## config.mk

```make
export PLATFORM = sky130hd
export DESIGN_NAME = systolic_loop_counter
export DESIGN_NICKNAME = d
export VERILOG_FILES = /design/src/rtl/systolic_loop_counter.sv
export SDC_FILE = /design/constraint.sdc
export NUM_CORES = 1
export LEC_CHECK = 0
export ABC_AREA = 1
export BUFFER_PORTS_ARGS = -buffer_cell sky130_fd_sc_hd__buf_4
export CORE_UTILIZATION = 25
export DETAILED_ROUTE_END_ITERATION = 10
export GPL_ROUTABILITY_DRIVEN = 0
export HOLD_SLACK_MARGIN = 0.02
export SYNTH_ARGS = -nofsm -noshare
export SYNTH_HDL_FRONTEND = slang
export SYNTH_SLANG_ARGS = --single-unit
```

## constraint.sdc

```tcl
create_clock -name clk -period 1.6 [get_ports clk]
set_clock_uncertainty 0.2 [all_clocks]
set_input_delay 0 -clock clk [delete_from_list [all_inputs] [get_ports clk]]
set_output_delay 0 -clock clk [all_outputs]
set_load 0.02 [all_outputs]
```

## src/rtl/systolic_loop_counter.sv

```systemverilog
// Three-level (column, row, tile) index generator for the systolic array.
// Bounds, repeat mode and the run itself are captured on start. Indices step
// on advance, column fastest. A run ends with a one-cycle done, or it wraps
// forever in continuous mode until abort.
//
// Control handshake: start is a single-cycle request that is only honoured in
// IDLE. advance is a per-cycle enable while valid is high: a cycle with
// valid=1 and advance=1 consumes the current tuple, and a cycle with
// advance=0 holds it. abort is synchronous and overrides everything else.
module systolic_loop_counter #(
  parameter int MAX_COLS  = 32,
  parameter int MAX_ROWS  = 32,
  parameter int MAX_TILES = 16,
  localparam int CW = (MAX_COLS  > 1) ? $clog2(MAX_COLS)  : 1,
  localparam int RW = (MAX_ROWS  > 1) ? $clog2(MAX_ROWS)  : 1,
  localparam int TW = (MAX_TILES > 1) ? $clog2(MAX_TILES) : 1
) (
  input  logic          clk,
  input  logic          rst,
  input  logic          start,
  input  logic          abort,
  input  logic          continuous,
  input  logic [CW-1:0] cfg_col_last,
  input  logic [RW-1:0] cfg_row_last,
  input  logic [TW-1:0] cfg_tile_last,
  input  logic          advance,
  output logic [CW-1:0] col_cntr,
  output logic [RW-1:0] row_cntr,
  output logic [TW-1:0] tile_cntr,
  output logic          valid,
  output logic          col_last,
  output logic          row_last,
  output logic          tile_last,
  output logic          busy,
  output logic          done,
  output logic          cfg_err
);

  typedef enum logic [1:0] {
    S_IDLE = 2'd0,
    S_RUN  = 2'd1,
    S_DONE = 2'd2
  } state_t;

  // Largest legal "last index" per level. The comparison is done one bit
  // wider so it stays a real compare when the maximum is a power of two.
  localparam logic [CW:0] COL_LIMIT  = (CW+1)'(MAX_COLS  - 1);
  localparam logic [RW:0] ROW_LIMIT  = (RW+1)'(MAX_ROWS  - 1);
  localparam logic [TW:0] TILE_LIMIT = (TW+1)'(MAX_TILES - 1);

  state_t        state, next_state;
  logic [CW-1:0] col_bound;
  logic [RW-1:0] row_bound;
  logic [TW-1:0] tile_bound;
  logic          cont_q;

  logic at_col, at_row, at_tile, final_pt;
  logic cfg_bad, accept, reject;

  assign at_col   = (col_cntr  == col_bound);
  assign at_row   = (row_cntr  == row_bound);
  assign at_tile  = (tile_cntr == tile_bound);
  assign final_pt = at_col && at_row && at_tile;

  assign cfg_bad = ({1'b0, cfg_col_last}  > COL_LIMIT) ||
                   ({1'b0, cfg_row_last}  > ROW_LIMIT) ||
                   ({1'b0, cfg_tile_last} > TILE_LIMIT);

  // abort in IDLE suppresses both acceptance and rejection of start.
  assign accept = (state == S_IDLE) && start && !abort && !cfg_bad;
  assign reject = (state == S_IDLE) && start && !abort &&  cfg_bad;

  // State register.
  always_ff @(posedge clk or posedge rst) begin
    if (rst) state <= S_IDLE;
    else     state <= next_state;
  end

  // Next-state logic; abort takes precedence over stepping and completion.
  always_comb begin
    next_state = state;
    case (state)
      S_IDLE: if (accept) next_state = S_RUN;
      S_RUN: begin
        if (abort)                                next_state = S_IDLE;
        else if (advance && final_pt && !cont_q)  next_state = S_DONE;
      end
      S_DONE:  next_state = S_IDLE;
      default: next_state = S_IDLE;
    endcase
  end

  // Bound capture and the nested index counters.
  always_ff @(posedge clk or posedge rst) begin
    if (rst) begin
      col_bound  <= '0;
      row_bound  <= '0;
      tile_bound <= '0;
      cont_q     <= 1'b0;
      col_cntr   <= '0;
      row_cntr   <= '0;
      tile_cntr  <= '0;
    end else if (accept) begin
      col_bound  <= cfg_col_last;
      row_bound  <= cfg_row_last;
      tile_bound <= cfg_tile_last;
      cont_q     <= continuous;
      col_cntr   <= '0;
      row_cntr   <= '0;
      tile_cntr  <= '0;
    end else if (abort && (state == S_RUN || state == S_DONE)) begin
      col_cntr  <= '0;
      row_cntr  <= '0;
      tile_cntr <= '0;
    end else if (state == S_RUN && advance && !(final_pt && !cont_q)) begin
      // At the final point in continuous mode every level wraps to zero.
      if (at_col) begin
        col_cntr <= '0;
        if (at_row) begin
          row_cntr <= '0;
          if (at_tile) tile_cntr <= '0;
          else         tile_cntr <= tile_cntr + TW'(1);
        end else begin
          row_cntr <= row_cntr + RW'(1);
        end
      end else begin
        col_cntr <= col_cntr + CW'(1);
      end
    end
  end

  // Rejected-configuration pulse, one cycle after the offending start.
  always_ff @(posedge clk or posedge rst) begin
    if (rst) cfg_err <= 1'b0;
    else     cfg_err <= reject;
  end

  assign valid     = (state == S_RUN);
  assign busy      = (state == S_RUN);
  assign done      = (state == S_DONE);
  assign col_last  = valid && at_col;
  assign row_last  = valid && at_row;
  assign tile_last = valid && at_tile;

endmodule

```

# Word-level counts from Yosys, hierarchy flattened
# Index checks and enable logic that the tools add are counted.
# W data, S select, Z words.
[totals]
ff_bits = 31
output_inout_bits = 21
word_cells = 61
[op_classes]
add_sub_neg = 3
eq_ne = 7
n_mux = 19
n_reduce_logical = 24
[ops]
columns = ["cell", "n"]
rows = [
  ["$mux W5", 9],
  ["$mux W4", 6],
  ["$logic_and A1 B1 Y1", 13],
  ["$add A5 B1 Y5 const B", 2],
  ["$eq A5 B5 Y1", 2],
  ["$reduce_bool A3 Y1", 3],
  ["$mux W2", 3],
  ["$add A4 B1 Y4 const B", 1],
  ["$eq A4 B4 Y1", 1],
  ["$pmux W2 S2", 1],
  ["$reduce_and A2 Y1", 2],
  ["$logic_not A1 Y1", 3],
  ["$ne A3 B2 Y1 const B", 1],
  ["$reduce_and A3 Y1", 1],
  ["$eq A2 B1 Y1 const B", 1],
  ["$eq A2 B2 Y1 const B", 1],
  ["$logic_not A2 Y1", 1],
  ["$ne A2 B2 Y1 const B", 1],
  ["$logic_or A1 B1 Y1", 1],
]

# Longest topological paths before layout
# Gate-level depths: netlist of the first run.
[depth]
ltp_word = 9
depth_mapped = 12
ltp_nobuf = 12

# Worst setup path after synthesis of the first run
# OpenSTA, ideal clock, no wires.
[synth_path]
path_type = "register -> register"
start = "register state[0]"
end = "register row_cntr[2]"
arrival_time_ns = 1.491
t_required_ns = 1.335
slack_ns = -0.156
stages_incl_launch_ff = 12
path_buffers = 0
period_less_slack_ns = 1.756
path_cell_list = "dfrtp_1 -> inv_1 -> ha_1 -> nand2_1 -> inv_1 -> nor2_4 -> inv_1 -> nor2_1 -> inv_2 -> nand2_2 -> nand2_1 -> nand2_1"
[synth_via]
elab_chain_len = 5
word_cells_on_any_way = 14
classes_between = "2 x eq/ne; 2 x mux; 10 x reduce/logical"
[synth_lines]
columns = ["item", "line", "text"]
rows = [
  ["start: declaration", "51", "state_t state, next_state;"],
  ["start signal: assignment", "76", "else state <= next_state;"],
  ["$eq A2 B1 Y1, or another cell as far along", "111, 115", ""],
  ["$logic_or A1 B1 Y1, or another cell as far along", "111", "end else if (abort && (state == S_RUN || state == S_DONE)) begin"],
  ["$logic_and A1 B1 Y1, on equally long branches", "n/a", ""],
  ["$reduce_bool A3 Y1 (no source line) or $mux W5 (tied branches)", "n/a", ""],
  ["$reduce_and A2 Y1 (no source line) or $mux W5 (tied branches)", "n/a", ""],
  ["end signal: assignment", "124", "row_cntr <= row_cntr + RW'(1);"],
  ["end: declaration", "28", "output logic [RW-1:0] row_cntr,"],
]
# Several ways; a longest one is shown, not always the timed one.
# A chain may end at the register's enable or synchronous reset.

# Worst setup path in the final report of the first run
[layout_path]
start = "register tile_cntr[3]"
end = "register col_cntr[3]"
[layout_via]
elab_chain_len = 6
[layout_lines]
columns = ["item", "line", "text"]
rows = [
  ["start: declaration", "29", "output logic [TW-1:0] tile_cntr,"],
  ["start signal: assignment", "122", "else tile_cntr <= tile_cntr + TW'(1);"],
  ["$eq A4 B4 Y1", "62", "assign at_tile = (tile_cntr == tile_bound);"],
  ["$logic_and A1 B1 Y1", "63", "assign final_pt = at_col && at_row && at_tile;"],
  ["$logic_and A1 B1 Y1", "115", "end else if (state == S_RUN && advance && !(final_pt && !cont_q)) begin"],
  ["$logic_not A1 Y1", "115", ""],
  ["$logic_and A1 B1 Y1", "115", ""],
  ["$reduce_bool A3 Y1 (no source line)", "n/a", ""],
  ["end signal: assignment", "127", "col_cntr <= col_cntr + CW'(1);"],
  ["end: declaration", "27", "output logic [CW-1:0] col_cntr,"],
]
# Every way passes these cells.

==> tab_implementation.tex, run 1 <==
\begin{tabular}{lr}
\hline
Metric & Value \\
\hline
\multicolumn{2}{l}{\textbf{Power}} \\
Clock share of power & 0.133 \\
Overall power & 6.20 mW \\
Proportion of power drawn by flip-flops and latches & 0.216 \\
Total internal power & 3.44 mW \\
Share of total power in combinational logic & 0.652 \\
Leak Pwr & 1.70 nW \\
P\_sw & 2.76 mW \\
Switching power as a share of total power & 0.446 \\
Worst voltage drop across the vdd grid & 0.000906 V \\
Power per cell area & 1840 mW/mm\^{}2 \\
\multicolumn{2}{l}{\textbf{Clock network}} \\
CTS tree & done \\
Clock insertion delay at the later pin of the skew report & 0.29 ns \\
Clock transition time at the flip-flop clock pins of the worst setup and hold paths & 0.07 ns \\
Number of buffers created by CTS & 5 \\
Clk sinks & 31 \\
Clock root cell & clkbuf\_8 \\
Number of H-tree levels & 2 \\
Longest Clk Path Bufs & 2 \\
\multicolumn{2}{l}{\textbf{Drt}} \\
Number of detailed-routing iterations run before antenna repair & 4 \\
Count of unresolved DRC violations after routing & 0 \\
Antenna Violating Nets Remaining & 0 \\
Number of vias in the routed layout & 2084 \\
Number of DRC violations after detailed-routing iteration 0 & 73 \\
Post-detailed-route via-to-cell ratio & 4.17 \\
Sum of routed wire length over all layers & 5500 um \\
Detail-routed net length per standard cell & 11.0 um \\
\multicolumn{2}{l}{\textbf{Global route}} \\
Vias in the first global route & 2132 \\
Initial antenna violation count & 0 \\
Pin count of the biggest net entering global routing & 32 \\
Global-route wire length before repair & 9450 um \\
Overall global routing resource usage & 0.143 \\
Remaining Overflow, GRT & 0 \\
\multicolumn{2}{l}{\textbf{Setup path}} \\
Maximum net fanout on the critical path & 10 \\
Critical path start-end classification & flip-flop to flip-flop \\
Element type at the critical path start & flip-flop \\
Worst reg2reg path depth & 10 \\
Kind of end point of the critical path & flip-flop \\
CP arrival & 1.72 ns \\
Reg-to-reg slack, setup & -0.14 ns \\
Data required time at the worst endpoint & 1.57 ns \\
\multicolumn{2}{l}{\textbf{Floorplanning}} \\
Initial cell density of the core & 0.262 \\
\# rows & 31 \\
Chip Height & 89.7 um \\
Boundary Pins & 41 \\
Area of the die & 0.00805 mm\^{}2 \\
Core footprint & 0.00733 mm\^{}2 \\
Die X-Extent & 89.7 um \\
\multicolumn{2}{l}{\textbf{Synth}} \\
Sequential area share after synthesis & 0.403 \\
Avg Synthesized Cell Area & 6.92 um\^{}2 \\
Leading post-synthesis cells by cell area & dfrtp\_1 40\%, nand2\_1 20\%, inv\_1 7.6\% \\
Yosys warns & 0 \\
Library cell with the largest summed area after synthesis & dfrtp\_1 \\
Top flip-flop cell by instance count after synthesis & dfrtp\_1 \\
Net count of the mapped netlist & 305 \\
Proportion of register bits with asynchronous set or reset after synthesis & 1.00 \\
Number of distinct library cell variants in the gate-level netlist after synthesis & 26 \\
Number of flops mapped to enable cells by yosys & 0 \\
Total of flip-flops plus latches after synthesis & 31 \\
Netlist area before placement & 0.00192 mm\^{}2 \\
Cell count after synthesis & 278 \\
Proportion of netlist area held by the largest area contributor & 0.403 \\
\multicolumn{2}{l}{\textbf{STA}} \\
RSZ-0062 raised after global routing & true \\
Post-layout minimum cycle time & 1.74 ns \\
Post-Route Setup TNS & -2.04 ns \\
Total count of max-transition violations in the final report & 0 \\
Hold violation count in the final report & 0 \\
Worst-case setup margin in the final layout & -0.144 ns \\
Final number of setup-violating endpoints & 19 \\
Share of the cycle needed by the critical path after routing & 1.09 \\
Worst Hold Margin & 0.0643 ns \\
Maximum clock frequency & 574 MHz \\
\multicolumn{2}{l}{\textbf{Cells and area}} \\
Core occupancy in the finished layout & 0.459 \\
Post-synthesis to final-layout area growth & 75.0\% \\
Proportion of layout cells with a drive suffix above 1 & 0.464 \\
Fill cells & 729 \\
Final layout net count & 427 \\
Ant diodes & 0 \\
\multicolumn{2}{l}{\textbf{Placed design}} \\
DPL Wire Length & 3710 um \\
Buffers on Ports & 39 \\
\multicolumn{2}{l}{\textbf{Min path}} \\
Hold/Removal Path Class & primary input to flip-flop \\
Number of cells traversed by the worst hold path & 6 \\
\multicolumn{2}{l}{\textbf{Flow run}} \\
\# Max-Cap Violations & 0 \\
\multicolumn{2}{l}{\textbf{Outcome}} \\
Violations in the final reports & negative setup slack \\
Status & finished, violations left \\
\hline
\end{tabular}
-- cell usage in the layout, fill, tap and decap left out, types with 6 or more instances in the layout --
cell,synthesis,routed
buf_4,2,92
nor2_2,1,10
buf_6,1,10
dfrtp_2,0,13
inv_1,39,29
inv_2,3,11
o21ai_0,15,14
nor2_1,29,14
nand2_1,104,86
dfrtp_1,31,18
nor2_4,2,8
dlygate4sd3_1,0,18
clkbuf_8,0,6
nand3_1,20,16
nand2_2,2,15
-- path summary, 6_finish.rpt --
check                                             to                     start
setup / recovery             col_cntr[3]$_DFFE_PP0P_  tile_cntr[3]$_DFFE_PP0P_
hold / removal               col_cntr[0]$_DFFE_PP0P_                     start
max in group asynchronous    row_cntr[2]$_DFFE_PP0P_                       rst
hold reg to reg                   cont_q$_DFFE_PP0N_        cont_q$_DFFE_PP0N_
setup reg to reg             col_cntr[3]$_DFFE_PP0P_  tile_cntr[3]$_DFFE_PP0P_
min in group asynchronous  tile_bound[3]$_DFFE_PP0N_                       rst
-- cells in the mapped netlist, types with 2 or more instances --
library cell	count
o21ai_0	15
xor2_1	5
buf_2	2
nand2_2	2
inv_1	39
nand2_1	104
ha_1	7
nor2_4	2
nand3_2	2
xnor2_1	3
nor2_1	29
nor4_1	2
nand3_1	20
inv_2	3
buf_4	2
dfrtp_1	31
-- power by group through the flow --
stage	Clock, mW	Combinational [mW]	Sequential (mW)
6_report	0.823	4.04	1.34
5_1_grt	0.875	4.44	1.37
4_1_cts	0.837	3.85	1.33
3_5_place_dp	0	3.06	1.33
3_3_place_gp	0	3.00	1.32
2_1_floorplan	0	1.63	1.47
-- sequential cells by signal (all words and copies together) (netlist names) --
signal / cells
cont_q: 1
tile_cntr: 4
col_cntr: 5
col_bound: 5
row_cntr: 5
row_bound: 5
tile_bound: 4
state: 2
-- timing repair --
| action | 4_1_cts | 5_1_grt |
|---|---|---|
| gates resized for setup | 52 | 23 |
| pin swaps | 22 | 13 |
| cloned | 1 | 0 |
| hold endpoints to repair | 49 | 0 |
| endpoints found under the setup margin | 20 | 24 |
| hold buffers | 18 | 0 |
| setup buffers | 7 | 3 |
-- layer usage --
| metal | up-vias | global-route usage | share of wire |
|---|---|---|---|
| li1 | 1091 | - | - |
| met1 | 958 | 0.168 | 0.45 |
| met2 | 31 | 0.263 | 0.51 |
| met3 | 4 | 0.0262 | 0.031 |
| met4 | 0 | 0.0396 | 0.0078 |
| met5 | - | 0 | 0 |
-- cell type report --
| class | count | area, um^2 | area share |
|---|---|---|---|
| clock inverters | 2 | 35.0 | 0.0104 |
| flip-flops and latches | 31 | 792 | 0.235 |
| well taps | 99 | 124 | 0.0368 |
| repair buffers | 120 | 983 | 0.292 |
| multi-input cells | 199 | 1180 | 0.351 |
| inverters | 43 | 168 | 0.0498 |
| clock buffers | 6 | 82.6 | 0.0245 |
-- kinds of logic (layout without fill, tap and decap cells) --
| logic type | after synthesis | count (layout) | synth area share |
|---|---|---|---|
| AO/OA/AOI/OAI | 17 | 17 | 0.0462 |
| XOR/XNOR | 8 | 8 | 0.0364 |
| adder cells (fa/ha/maj) | 7 | 7 | 0.0455 |
| buffers and inverters | 49 | 171 | 0.105 |
| flip-flops | 31 | 31 | 0.403 |
| other | 1 | 1 | 0.00195 |
| AND/OR/NAND/NOR | 165 | 166 | 0.362 |
-- per-stage QoR --
step / worst slack, ns / cells / area, um^2
floorplan: -0.0931 / 278 / 1940
global placement: -0.156 / 463 / 2720
detailed placement: -0.199 / 463 / 2720
CTS: -0.122 / 497 / 3280
global route: -0.254 / 500 / 3360
finish: -0.144 / 500 / 3360
-- worst max-delay path: stages (launching register included) --
cell and delay (ns):
dfrtp_2 0.44, nand2_1 0.07, nand2_1 0.05, nor2_1 0.12, nand2_1 0.10, nor2_2 0.13
nand3_2 0.11, nand2_4 0.14, nand2_8 0.10, nand2_1 0.08, o21ai_0 0.07
No activity file was read; power rests on OpenSTA's default activity.
==> run 2, diff against run 1 <==
--- a/config.mk
+++ b/config.mk
@@ -11,6 +11,7 @@
 export DETAILED_ROUTE_END_ITERATION = 10
 export GPL_ROUTABILITY_DRIVEN = 0
 export HOLD_SLACK_MARGIN = 0.02
+export SETUP_SLACK_MARGIN = 0.1
 export SYNTH_ARGS = -nofsm -noshare
 export SYNTH_HDL_FRONTEND = slang
 export SYNTH_SLANG_ARGS = --single-unit
==> run 2 against run 1 <==
The flow still finishes with violations (negative setup slack). Global-route usage down 0.66 points. Worst hold slack worse by 0.022 ns. Critical path depth up 1. Non-clock buffer count up 9. Highest routed layer unchanged.
==> tab_implementation.tex, run 2 (synthesis gave the netlist of run 1 again) <==
\begin{tabular}{lr}
\hline
Metric & Value \\
\hline
\multicolumn{2}{l}{\textbf{STA}} \\
Final number of setup-violating endpoints & 19 \\
Maximum clock frequency & 574 MHz \\
Worst-case setup margin in the final layout & -0.143 ns \\
RSZ-0062 raised after global routing & true \\
Post-layout minimum cycle time & 1.74 ns \\
Total count of max-transition violations in the final report & 0 \\
Hold violation count in the final report & 0 \\
Share of the cycle needed by the critical path after routing & 1.09 \\
\multicolumn{2}{l}{\textbf{Drt}} \\
Antenna Violating Nets Remaining & 0 \\
Post-detailed-route via-to-cell ratio & 4.21 \\
Number of vias in the routed layout & 2150 \\
Count of unresolved DRC violations after routing & 0 \\
Number of DRC violations after detailed-routing iteration 0 & 129 \\
Sum of routed wire length over all layers & 5690 um \\
Number of detailed-routing iterations run before antenna repair & 4 \\
Detail-routed net length per standard cell & 11.1 um \\
\multicolumn{2}{l}{\textbf{Setup path}} \\
Element type at the critical path start & flip-flop \\
CP arrival & 1.76 ns \\
Maximum net fanout on the critical path & 8 \\
Critical path start-end classification & flip-flop to flip-flop \\
Most used cell, CP & inv\_2 \\
Data required time at the worst endpoint & 1.62 ns \\
Crit path max-delay cell type & dfrtp\_1 \\
Maximum cell stage delay along the critical path & 0.39 ns \\
Worst path top cell family by delay & simple AND/OR/NAND/NOR gates \\
Sequence of cells on the critical path & inv\_2, ha\_4, nand2\_2, inv\_2, nor2\_4, inv\_2, nor2\_4, clkinv\_4, nor2\_2, nand2\_1, nand2\_1 \\
Buffers plus inverters on the worst setup path & 4 \\
Kind of end point of the critical path & flip-flop \\
\multicolumn{2}{l}{\textbf{Global route}} \\
Remaining Overflow, GRT & 0 \\
Global-route wire length before repair & 8980 um \\
Vias in the first global route & 1965 \\
Pin count of the biggest net entering global routing & 32 \\
Initial antenna violation count & 0 \\
Overall global routing resource usage & 0.136 \\
\multicolumn{2}{l}{\textbf{Clock network}} \\
CTS tree & done \\
Longest Clk Path Bufs & 2 \\
Clock insertion delay at the later pin of the skew report & 0.29 ns \\
Number of buffers created by CTS & 5 \\
Number of H-tree levels & 2 \\
Clk sinks & 31 \\
Clock transition time at the flip-flop clock pins of the worst setup and hold paths & 0.07 ns \\
Clock root cell & clkbuf\_8 \\
\multicolumn{2}{l}{\textbf{Flow run}} \\
\# Max-Cap Violations & 0 \\
\multicolumn{2}{l}{\textbf{Outcome}} \\
Status & finished, violations left \\
Violations in the final reports & negative setup slack \\
\multicolumn{2}{l}{\textbf{Placed design}} \\
Placement Setup Slack & -0.208 ns \\
Buffers on Ports & 39 \\
Instance area at placement & 0.00273 mm\^{}2 \\
DPL Wire Length & 3700 um \\
\multicolumn{2}{l}{\textbf{Power}} \\
Worst voltage drop across the vdd grid & 0.00104 V \\
Overall power & 6.19 mW \\
Leak Pwr & 1.78 nW \\
Power per cell area & 1760 mW/mm\^{}2 \\
\multicolumn{2}{l}{\textbf{Cells and area}} \\
Ant diodes & 0 \\
Finished Cell Area & 0.00352 mm\^{}2 \\
Fill cells & 703 \\
Final layout net count & 438 \\
Proportion of layout cells with a drive suffix above 1 & 0.500 \\
Post-synthesis to final-layout area growth & 82.8\% \\
Leading cell type in the layout, fill and taps excluded & buf\_4 \\
Most used cells in the layout excluding fill and tap cells & 89 x buf\_4, 78 x nand2\_1, 30 x inv\_1, 22 x nand2\_2, 22 x buf\_6 \\
\multicolumn{2}{l}{\textbf{Floorplanning}} \\
Chip Height & 89.7 um \\
Initial cell density of the core & 0.262 \\
Core footprint & 0.00733 mm\^{}2 \\
\# rows & 31 \\
Boundary Pins & 41 \\
Die X-Extent & 89.7 um \\
Area of the die & 0.00805 mm\^{}2 \\
\multicolumn{2}{l}{\textbf{Min path}} \\
Hold/Removal Path Class & primary input to flip-flop \\
\hline
\end{tabular}
==> run 2: changes by cell type in the layout (fill, tap and decap cells not counted), sizes merged <==
cell      delta
clkinvlp     +2
bufinv       -1
clkbuf       -1
buf          +9
nand2        +2
==> run 2: what timing repair did <==
action	in CTS	in global routing
hold endpoints to repair	49	0
pin swaps	24	21
resized for setup	47	67
setup endpoints to repair	29	37
hold buffers	18	0
cloned	2	3
buffers inserted	12	7
==> run 2: final cells by class <==
type                       count  area (um^2)  share of cell area
clock buffer                   5         68.8              0.0196
inverter                      43          169              0.0480
clock inverter                 3         20.0             0.00569
multi-input combinational    201         1250               0.354
sequential                    31          792               0.225
timing repair buffer         129         1100               0.312
tap                           99          124              0.0352
==> run 2: report_power, final <==
part / switching (mW) / internal (mW) / total [mW]
Combinational: 2.30 / 1.93 / 4.23
Sequential: 0.224 / 1.11 / 1.33
Clock: 0.323 / 0.303 / 0.625
Total: 2.85 / 3.34 / 6.19
==> run 2: path summary, 6_finish.rpt <==
kind	start	end	slack, ns	cells past startpoint
setup / recovery	state[0]$_DFFE_PP0P_	col_cntr[0]$_DFFE_PP0P_	-0.14	11
hold / removal	start	col_cntr[0]$_DFFE_PP0P_	0.04	6
setup reg to reg	state[0]$_DFFE_PP0P_	col_cntr[0]$_DFFE_PP0P_	-0.14	11
hold reg to reg	cont_q$_DFFE_PP0N_	cont_q$_DFFE_PP0N_	0.35	2
max in group asynchronous	rst	col_cntr[4]$_DFFE_PP0P_	0.72	4
min in group asynchronous	rst	tile_cntr[3]$_DFFE_PP0P_	0.15	4
==> run 2: worst register-to-register path, stage by stage (launching register included) <==
cell and delay, ns:
dfrtp_1 0.39, inv_2 0.08, ha_4 0.20, nand2_2 0.06
inv_2 0.05, nor2_4 0.14, inv_2 0.06, nor2_4 0.13
clkinv_4 0.11, nor2_2 0.14, nand2_1 0.07, nand2_1 0.05
==> run 2: stage by stage <==
step,util,instances,setup TNS (ns),hold slack (ns)
final,0.480,511,-2.19,0.0422
after global routing,0.480,511,-4.35,0.0708
after CTS,0.445,503,-2.03,0.0319
after detailed placement,0.373,464,-2.89,-0.0785
after global placement,0.373,464,-1.83,-0.0782
after floorplan,-,278,-0.992,-0.0974
==> run 2: layer usage <==
layer	track usage	routed length (um)	up-vias
met1	0.171	2510	981
met5	0	0	-
met2	0.233	2870	47
met4	0.0396	99	0
li1	-	-	1112
met3	0.0296	205	10
==> run 3, diff against run 2 <==
--- a/config.mk
+++ b/config.mk
@@ -11,7 +11,7 @@
 export DETAILED_ROUTE_END_ITERATION = 10
 export GPL_ROUTABILITY_DRIVEN = 0
 export HOLD_SLACK_MARGIN = 0.02
-export SETUP_SLACK_MARGIN = 0.1
+export SETUP_SLACK_MARGIN = 0.05
 export SYNTH_ARGS = -nofsm -noshare
 export SYNTH_HDL_FRONTEND = slang
 export SYNTH_SLANG_ARGS = --single-unit
==> run 3 against run 2 <==
The flow still finishes with violations (negative setup slack). Non-clock buffer count is 8 higher. Register-to-register slack worse by 0.02 ns. Via count is 2.0% higher. Largest cell class unchanged. Largest power group unchanged.
==> tab_implementation.tex, run 3 (synthesis gave the netlist of run 1 again) <==
\begin{tabular}{lr}
\hline
Metric & Value \\
\hline
\multicolumn{2}{l}{\textbf{Outcome}} \\
Status & finished, violations left \\
Violations in the final reports & negative setup slack \\
\multicolumn{2}{l}{\textbf{Clock network}} \\
Clock insertion delay at the later pin of the skew report & 0.28 ns \\
Clock root cell & clkbuf\_8 \\
Clock transition time at the flip-flop clock pins of the worst setup and hold paths & 0.08 ns \\
CTS tree & done \\
Longest Clk Path Bufs & 2 \\
Clk sinks & 31 \\
Number of buffers created by CTS & 5 \\
Number of H-tree levels & 2 \\
\multicolumn{2}{l}{\textbf{Cells and area}} \\
Ant diodes & 0 \\
Post-synthesis to final-layout area growth & 92.6\% \\
Final layout net count & 444 \\
Proportion of layout cells with a drive suffix above 1 & 0.541 \\
Leading cell type in the layout, fill and taps excluded & buf\_4 \\
Fill cells & 686 \\
Finished Cell Area & 0.00370 mm\^{}2 \\
Most used cells in the layout excluding fill and tap cells & 96 x buf\_4, 73 x nand2\_1, 28 x inv\_1 \\
\multicolumn{2}{l}{\textbf{Floorplanning}} \\
Core footprint & 0.00733 mm\^{}2 \\
Initial cell density of the core & 0.262 \\
Area of the die & 0.00805 mm\^{}2 \\
\# rows & 31 \\
Die X-Extent & 89.7 um \\
Boundary Pins & 41 \\
Chip Height & 89.7 um \\
\multicolumn{2}{l}{\textbf{Placed design}} \\
DPL Wire Length & 3760 um \\
Placement Setup Slack & -0.208 ns \\
Instance area at placement & 0.00275 mm\^{}2 \\
Buffers on Ports & 39 \\
\multicolumn{2}{l}{\textbf{Drt}} \\
Sum of routed wire length over all layers & 6080 um \\
Detail-routed net length per standard cell & 11.8 um \\
Count of unresolved DRC violations after routing & 0 \\
Number of DRC violations after detailed-routing iteration 0 & 90 \\
Number of vias in the routed layout & 2193 \\
Number of detailed-routing iterations run before antenna repair & 4 \\
Post-detailed-route via-to-cell ratio & 4.24 \\
Antenna Violating Nets Remaining & 0 \\
\multicolumn{2}{l}{\textbf{Power}} \\
P\_sw & 2.96 mW \\
Worst voltage drop across the vdd grid & 0.000981 V \\
Share of total power in combinational logic & 0.680 \\
Switching power as a share of total power & 0.439 \\
Leak Pwr & 1.90 nW \\
Power per cell area & 1820 mW/mm\^{}2 \\
Clock share of power & 0.121 \\
Total internal power & 3.77 mW \\
Proportion of power drawn by flip-flops and latches & 0.199 \\
\multicolumn{2}{l}{\textbf{Flow run}} \\
\# Max-Cap Violations & 0 \\
\multicolumn{2}{l}{\textbf{STA}} \\
Total count of max-transition violations in the final report & 0 \\
RSZ-0062 raised after global routing & true \\
Maximum clock frequency & 566 MHz \\
Worst-case setup margin in the final layout & -0.167 ns \\
Worst Hold Margin & 0.138 ns \\
Share of the cycle needed by the critical path after routing & 1.10 \\
Hold violation count in the final report & 0 \\
Final number of setup-violating endpoints & 29 \\
Post-layout minimum cycle time & 1.77 ns \\
\multicolumn{2}{l}{\textbf{Global route}} \\
Pin count of the biggest net entering global routing & 32 \\
Global-route wire length before repair & 9470 um \\
Remaining Overflow, GRT & 0 \\
Overall global routing resource usage & 0.145 \\
Vias in the first global route & 2129 \\
Initial antenna violation count & 0 \\
\multicolumn{2}{l}{\textbf{Setup path}} \\
Maximum net fanout on the critical path & 4 \\
Element type at the critical path start & flip-flop \\
Critical path start-end classification & flip-flop to flip-flop \\
CP arrival & 1.79 ns \\
Data required time at the worst endpoint & 1.62 ns \\
Kind of end point of the critical path & flip-flop \\
\multicolumn{2}{l}{\textbf{Min path}} \\
Hold/Removal Path Class & primary input to flip-flop \\
\hline
\end{tabular}
run 3: cell count changes in the layout (fill, tap and decap cells not counted), moves of 4 or more:
cell	previous run	this run
nand2_4	7	15
buf_4	89	96
buf_6	22	17
nand2_1	78	73
nand2_2	22	18
nand3_2	3	7
o21ai_1	12	8
run 3: area by class of cell:
| class | instances | area (um^2) | share of cell area |
|---|---|---|---|
| timing repair buffer | 137 | 1210 | 0.326 |
| clock buffer | 6 | 82.6 | 0.0223 |
| sequential | 31 | 792 | 0.214 |
| tap | 99 | 124 | 0.0334 |
| inverter | 43 | 169 | 0.0456 |
| multi-input combinational | 199 | 1290 | 0.349 |
| clock inverter | 2 | 35.0 | 0.00946 |
run 3: stage by stage:
step | TNS [ns] | power (mW) | util | std cells
detailed placement | -2.56 | 4.42 | 0.375 | 466
finish | -2.37 | 6.73 | 0.505 | 517
global placement | -1.86 | 4.37 | 0.375 | 466
floorplan | -0.992 | 3.11 | - | 278
CTS | -1.48 | 6.04 | 0.454 | 501
global route | -5.03 | 7.29 | 0.505 | 517
run 3: power by group through the flow:
stage                     Sequential, mW  Combinational (mW)  Clock (mW)
after floorplan                     1.47                1.64           0
after global placement              1.32                3.05           0
after detailed placement            1.33                3.09           0
after CTS                           1.32                3.89       0.825
after global routing                1.38                5.05       0.864
final                               1.34                4.58       0.811
run 3: repair_timing:
item,CTS,global route
resized for setup,56,77
gates cloned,0,3
hold endpoints to repair,50,0
setup endpoints to repair,33,34
pin swaps,23,23
hold buffers,18,0
buffers inserted,9,13
run 3: layer usage:
metal | wire, um | global-route usage | vias up
met3 | 279 | 0.0347 | 7
met2 | 3050 | 0.249 | 51
li1 | - | - | 1123
met4 | 51 | 0.0451 | 0
met5 | 0 | 0 | -
met1 | 2700 | 0.179 | 1012
run 3: path summary, 6_finish.rpt:
check | start | end | slack [ns] | cells past startpoint
max | col_cntr[0]$_DFFE_PP0P_ | tile_cntr[2]$_DFFE_PP0P_ | -0.17 | 9
min | start | col_bound[0]$_DFFE_PP0N_ | 0.14 | 7
max reg2reg | col_cntr[0]$_DFFE_PP0P_ | tile_cntr[2]$_DFFE_PP0P_ | -0.17 | 9
min reg2reg | row_bound[3]$_DFFE_PP0N_ | row_bound[3]$_DFFE_PP0N_ | 0.35 | 2
max in group asynchronous | rst | col_cntr[2]$_DFFE_PP0P_ | 0.71 | 4
min in group asynchronous | rst | row_bound[1]$_DFFE_PP0N_ | 0.16 | 4
run 3: critical path, cell delays in order, from the launching register on:
cell     delay [ns]
dfrtp_2        0.42
nor2_1         0.12
nor2_2         0.06
nor2_1         0.11
nand3_2        0.14
buf_6          0.16
o21ai_4        0.20
buf_6          0.15
nand3_2        0.07
nand2_1        0.07
